## config.mk

```make
export PLATFORM = sky130hd
export DESIGN_NAME = weight_stream_mem
export DESIGN_NICKNAME = d
export VERILOG_FILES = /design/src/rtl/fnn_pkg.sv /design/src/rtl/weight_ram.sv /design/src/rtl/weight_stream_mem.sv
export SDC_FILE = /design/constraint.sdc
export NUM_CORES = 1
export LEC_CHECK = 0
export ABC_AREA = 1
export CELL_PAD_IN_SITES_DETAIL_PLACEMENT = 1
export CELL_PAD_IN_SITES_GLOBAL_PLACEMENT = 2
export CORE_ASPECT_RATIO = 1.5
export CORE_UTILIZATION = 43
export DETAILED_ROUTE_END_ITERATION = 8
export PLACE_DENSITY_LB_ADDON = 0.12
export SLEW_MARGIN = 25
export SYNTH_ARGS = -nofsm -noshare
export SYNTH_HDL_FRONTEND = slang
export SYNTH_SLANG_ARGS = --single-unit
export TNS_END_PERCENT = 50
```

## constraint.sdc

```tcl
create_clock -name clk -period 2.82 [get_ports clk]
set_clock_uncertainty 0.05 [all_clocks]
set_input_delay 0.564 -clock clk [delete_from_list [all_inputs] [get_ports clk]]
set_output_delay 0.564 -clock clk [all_outputs]
set_load 0.05 [all_outputs]
```

## src/rtl/fnn_pkg.sv

```systemverilog
// Shared defaults and types for the weight streaming memory.
// addr_w() keeps index ports at least one bit wide for single-weight neurons.
package fnn_pkg;
   localparam int DATA_WIDTH_DEF = 16;
   localparam int NUM_WEIGHT_DEF = 30;

   typedef enum logic {
      IDLE   = 1'b0,
      STREAM = 1'b1
   } state_e;

   function automatic int addr_w(input int n);
      return (n > 1) ? $clog2(n) : 1;
   endfunction
endpackage

```

## src/rtl/weight_ram.sv

```systemverilog
// 1W1R synchronous weight RAM; the read register doubles as the stream data register.
// Only the output register is reset, the array is not.
module weight_ram #(
   parameter int DEPTH = 30,
   parameter int DW    = 16,
   parameter int AW    = 5
) (
   input  logic          clk,
   input  logic          rst,
   input  logic          we,
   input  logic [AW-1:0] waddr,
   input  logic [DW-1:0] wdata,
   input  logic          re,
   input  logic [AW-1:0] raddr,
   output logic [DW-1:0] rdata
);
   logic [DW-1:0] mem [DEPTH];
   logic [DW-1:0] rdata_q;

   always_ff @(posedge clk) begin
      if (we) mem[waddr] <= wdata;
   end

   always_ff @(posedge clk or posedge rst) begin
      if (rst)     rdata_q <= '0;
      else if (re) rdata_q <= mem[raddr];
   end

   assign rdata = rdata_q;
endmodule

```

## src/rtl/weight_stream_mem.sv

```systemverilog
// Weight store for one neuron: loads weights while idle, then streams all of them
// in address order to the MAC with a valid/ready handshake.
module weight_stream_mem
   import fnn_pkg::*;
#(
   parameter int NUM_WEIGHT = NUM_WEIGHT_DEF,
   parameter int DATA_WIDTH = DATA_WIDTH_DEF,
   parameter int ADDR_WIDTH = addr_w(NUM_WEIGHT)
) (
   input  logic                  clk,
   input  logic                  rst,
   input  logic                  wr_valid,
   output logic                  wr_ready,
   input  logic [ADDR_WIDTH-1:0] wr_addr,
   input  logic [DATA_WIDTH-1:0] wr_data,
   input  logic                  clear,
   input  logic                  start,
   output logic                  busy,
   output logic                  loaded,
   output logic                  start_err,
   output logic                  w_valid,
   input  logic                  w_ready,
   output logic [DATA_WIDTH-1:0] w_data,
   output logic [ADDR_WIDTH-1:0] w_index,
   output logic                  w_last
);
   localparam logic [ADDR_WIDTH:0] NW_P   = (ADDR_WIDTH+1)'(NUM_WEIGHT);
   localparam logic [ADDR_WIDTH:0] LAST_P = NW_P - 1'b1;

   state_e                  state_q;
   logic [NUM_WEIGHT-1:0]   valid_q, valid_d;
   logic [ADDR_WIDTH:0]     rd_ptr_q;
   logic [ADDR_WIDTH-1:0]   w_index_q;
   logic                    loaded_q, start_err_q, w_valid_q, w_last_q;
   logic                    wr_fire, rd_issue, last_acc;

   assign wr_ready = (state_q == IDLE);
   assign busy     = (state_q == STREAM);
   // Out-of-range writes handshake normally but touch neither RAM nor valid bits.
   assign wr_fire  = wr_valid && wr_ready && ({1'b0, wr_addr} < NW_P);
   assign rd_issue = busy && (rd_ptr_q < NW_P) && (!w_valid_q || w_ready);
   assign last_acc = w_valid_q && w_ready && w_last_q;

   always_comb begin
      valid_d = valid_q;
      if (wr_ready && clear) valid_d = '0;
      else if (wr_fire)      valid_d[wr_addr] = 1'b1;
   end

   always_ff @(posedge clk or posedge rst) begin
      if (rst) begin
         state_q     <= IDLE;
         rd_ptr_q    <= '0;
         valid_q     <= '0;
         loaded_q    <= 1'b0;
         start_err_q <= 1'b0;
         w_valid_q   <= 1'b0;
         w_index_q   <= '0;
         w_last_q    <= 1'b0;
      end else begin
         valid_q     <= valid_d;
         loaded_q    <= &valid_d;
         start_err_q <= 1'b0;
         case (state_q)
            IDLE: begin
               if (start) begin
                  if (loaded_q) begin
                     state_q  <= STREAM;
                     rd_ptr_q <= '0;
                  end else begin
                     start_err_q <= 1'b1;
                  end
               end
            end
            STREAM: begin
               // rd_ptr runs one past the last address, so no issue follows the final read.
               if (rd_issue) begin
                  rd_ptr_q  <= rd_ptr_q + 1'b1;
                  w_valid_q <= 1'b1;
                  w_index_q <= rd_ptr_q[ADDR_WIDTH-1:0];
                  w_last_q  <= (rd_ptr_q == LAST_P);
               end else if (w_ready) begin
                  w_valid_q <= 1'b0;
               end
               if (last_acc) state_q <= IDLE;
            end
            default: state_q <= IDLE;
         endcase
      end
   end

   weight_ram #(
      .DEPTH (NUM_WEIGHT),
      .DW    (DATA_WIDTH),
      .AW    (ADDR_WIDTH)
   ) u_ram (
      .clk   (clk),
      .rst   (rst),
      .we    (wr_fire),
      .waddr (wr_addr),
      .wdata (wr_data),
      .re    (rd_issue),
      .raddr (rd_ptr_q[ADDR_WIDTH-1:0]),
      .rdata (w_data)
   );

   assign loaded    = loaded_q;
   assign start_err = start_err_q;
   assign w_valid   = w_valid_q;
   assign w_index   = w_index_q;
   assign w_last    = w_last_q;
endmodule

```

==> impl_metrics.py <==
metrics = {
    "timing": {
        "timing.final.crit_period_ns": 2.641,
        "slew_viol_final": 0,
        "hold_viol": 0,
        "tightestPinTransition_ns": 0.6955,
        "tns_ns": 0,
        "fin_crit_sh_pct": 93.65,
        "rsz0062_at_grt": "false",
        "setup_viol": 0,
        "max_slew_margin_pct": 53.46,
        "fmax_mhz": 378.7,
    },
    "yosys": {
        "yosysTopAreaCellShare_pct": 66.11,
        "synth_nets": 1870,
        "synth_area_leaders": "edfxtp_1 66%, dfrtp_1 7.1%, nor2_1 7.0%",
        "yosys_warnings": 0,
        "synth_flop_cell": "edfxtp_1",
        "yosysMostFrequentCell": "edfxtp_1",
        "syn_avg_cell_area_sq_um": 11.84,
        "synth-seq-cells": 542,
        "syn-cell-area_sq_mm": 0.02180,
        "postSynth.asyncResetShare_pct": 11.44,
        "synthCells": 1841,
        "yosysUniqueCellTypes": 28,
        "yosysSeqAreaShare_pct": 73.23,
        "synth_common_cells": "480 x edfxtp_1, 406 x nor2_1, 248 x o21ai_0",
        "synth_enable_flop_cells": 480,
        "synth_top_area_cell": "edfxtp_1",
    },
    "detailed_routing": {
        "ant_nets": 0,
        "firstDrtPassIters": 5,
        "vias_per_cell": 5.388,
        "vias": 14190,
        "drtIter0Drc": 734,
        "routed_wl_microns": 59760,
        "wl_per_cell_microns": 22.69,
        "drc": 0,
    },
    "cts": {
        "cts_buffers": 52,
        "cts-root-buf": "clkbuf_16",
        "clk_latency_ns": 0.60,
        "ctsLongestPathBuffers": 3,
        "cts_hold_buf": 0,
        "cts_num_sinks": 542,
        "htree_levels": 2,
        "clk_pin_slew_worst_paths_ns": 0.06,
        "cts_tree": "built",
        "cts_setup_buffers": 0,
        "cts_resized": 0,
    },
    "status": {
        "status": "complete, no violations",
    },
    "pwr": {
        "p_clk_share_pct": 44.0,
        "power.internal_w": 0.01298,
        "power_frac_comb_pct": 2.0,
        "switchingPower_w": 0.003288,
        "pwr_density_cell_mw_per_mm2": 639.6,
        "totalPowerFinal_w": 0.01627,
        "seq_power_share_pct": 54.0,
        "vdd_drop_max_uv": 563.2,
        "p_sw_share_pct": 20.21,
        "leakage_nw": 9.181,
    },
    "grt": {
        "grt_pass1_vias": 15180,
        "grt_pass1_wl_microns": 91740,
        "overflow": 0,
        "gr-usage-all-layers_pct": 24.03,
        "grt_antenna_before_repair": 0,
        "grt_start_max_net_pins": 68,
    },
    "place": {
        "portBuffers": 53,
        "numPlacedInstances": 2535,
        "gp_congestion": 0.7858,
        "place_area_sq_mm": 0.02369,
        "hpwl_microns": 37230,
    },
    "final_layout": {
        "n_antenna_cell": 0,
        "layout-drive-gt1-share_pct": 9.340,
        "syn2layout_area_growth_pct": 16.65,
        "fin_nets": 1955,
        "fill_cells": 5208,
        "stdcell_count": 2633,
        "final_core_util_pct": 51.07,
        "design_area_sq_mm": 0.02543,
    },
    "setup_path": {
        "max_stage_delay_ns": 0.83,
        "crit_family": "buffers and inverters",
        "slowest_stage": "clkdlybuf4s50_1",
        "crit_fanout": 9,
        "path_buf_inv": 2,
        "worstPathArrival_ns": 2.03,
        "crit_path_start_kind": "register",
        "crit_required_ns": 2.21,
        "path_cells": "inv_2 -> clkdlybuf4s50_1",
        "worstSetupPathType": "reg2out",
        "end_kind": "output port",
    },
    "floorplanning": {
        "io_pins": 54,
        "fp.dieW_microns": 185.9,
        "core_sq_mm": 0.04980,
        "die_h_microns": 277.8,
        "rows": 100,
        "initial_core_util_pct": 43.78,
        "die-area_sq_mm": 0.05163,
    },
    "min_path": {
        "hold_path.class": "in2async",
    },
    "job": {
        "maxCapViolCount": 0,
    },
}
## kinds of logic after synthesis
family          share of synthesized area, %
buf+inv                                3.822
flops                                  73.23
simple gates                           12.72
fa+ha+maj                             0.1148
compound gates                         10.11
## power groups by stage
stage               registers (W)  clock network [W]  logic [W]
floorplan                 0.00896                  0  0.0000831
global placement          0.00895                  0   0.000321
detailed placement        0.00895                  0   0.000331
CTS                       0.00878            0.00730   0.000332
global route              0.00878            0.00756   0.000354
finish                    0.00878            0.00716   0.000325
## flip-flops by register name, indices dropped and copies added (netlist names)
signal       cells
w_index          5
rd_ptr_q         6
w_valid          1
w_last           1
loaded           1
valid_q         30
u_ram.mem      480
u_ram.rdata     16
start_err        1
busy             1
## metrics by stage
step           hold slack [ns]  setup slack (ns)
3_5_place_dp            0.4271            0.1686
6_report                0.2914            0.1791
2_1_floorplan           0.3997          -0.06915
5_1_grt                 0.3548            0.1090
3_3_place_gp            0.4168            0.2062
4_1_cts                 0.2972            0.1258
## final cells by class
cell class,instances,area (sq um),area share [%]
clock buffer,69,1426,5.608
timing repair buffer,133,1531,6.022
tap,663,829.5,3.262
clock inverter,29,314.1,1.235
sequential,542,15970,62.80
multi-input combinational,1110,5027,19.77
inverter,87,331.6,1.304
## worst reg2reg max path, cell delays in order, from the launching register on
cell     delay (ns)
dfrtp_4        0.65
buf_4          0.45
o21ai_0        0.18
o22ai_1        0.34
nand2_1        0.10
nand2_1        0.09
inv_1          0.09
nand2_1        0.07
nand2_1        0.06
nand3_1        0.07
## path summary, 6_finish.rpt
check	start	to	slack, ns	depth (start not counted)
max in group asynchronous	rst	rd_ptr_q[0]	2.06	3
max reg2reg	rd_ptr_q[1]	u_ram.rdata[11]	0.60	9
min reg2reg	valid_q[26]	valid_q[26]	0.44	2
max	busy	wr_ready	0.18	2
min	rst	valid_q[1]	0.29	3
min in group clk	valid_q[26]	valid_q[26]	0.44	2
## placed cells by master (no fill, tap or decap)
cell type / netlist / final
a21oi_1: 37 / 37
buf_12: 0 / 32
buf_4: 14 / 48
bufinv_16: 0 / 6
clkbuf_1: 45 / 12
clkbuf_16: 0 / 53
clkbuf_8: 0 / 4
clkdlybuf4s50_1: 0 / 53
clkinv_1: 0 / 5
clkinv_2: 0 / 11
clkinv_4: 0 / 1
clkinvlp_4: 0 / 3
dfrtp_1: 62 / 60
dfrtp_4: 0 / 2
edfxtp_1: 480 / 480
ha_1: 2 / 2
inv_1: 77 / 76
inv_2: 9 / 10
inv_6: 0 / 3
inv_8: 0 / 1
nand2_1: 227 / 227
nand2_2: 1 / 1
nand3_1: 66 / 66
nand4_1: 1 / 1
nor2_1: 406 / 404
nor2_2: 2 / 4
nor2_4: 2 / 2
nor3_1: 4 / 2
nor3_2: 0 / 2
o211ai_1: 58 / 58
o211ai_4: 0 / 1
o21a_1: 1 / 1
o21ai_0: 248 / 248
o21ai_1: 19 / 19
o21bai_1: 6 / 6
o22ai_1: 28 / 28
o31ai_1: 1 / 1
## layer usage
metal | track usage, % | vias to the layer above | wire length [microns]
met4 | 7.020 | 0 | 1540
met3 | 2.810 | 87 | 1769
met1 | 29.74 | 7274 | 24740
met5 | 0 | - | 0
li1 | - | 6626 | -
met2 | 43.46 | 199 | 31700
Note: power is estimated with default switching activity, not from simulation.
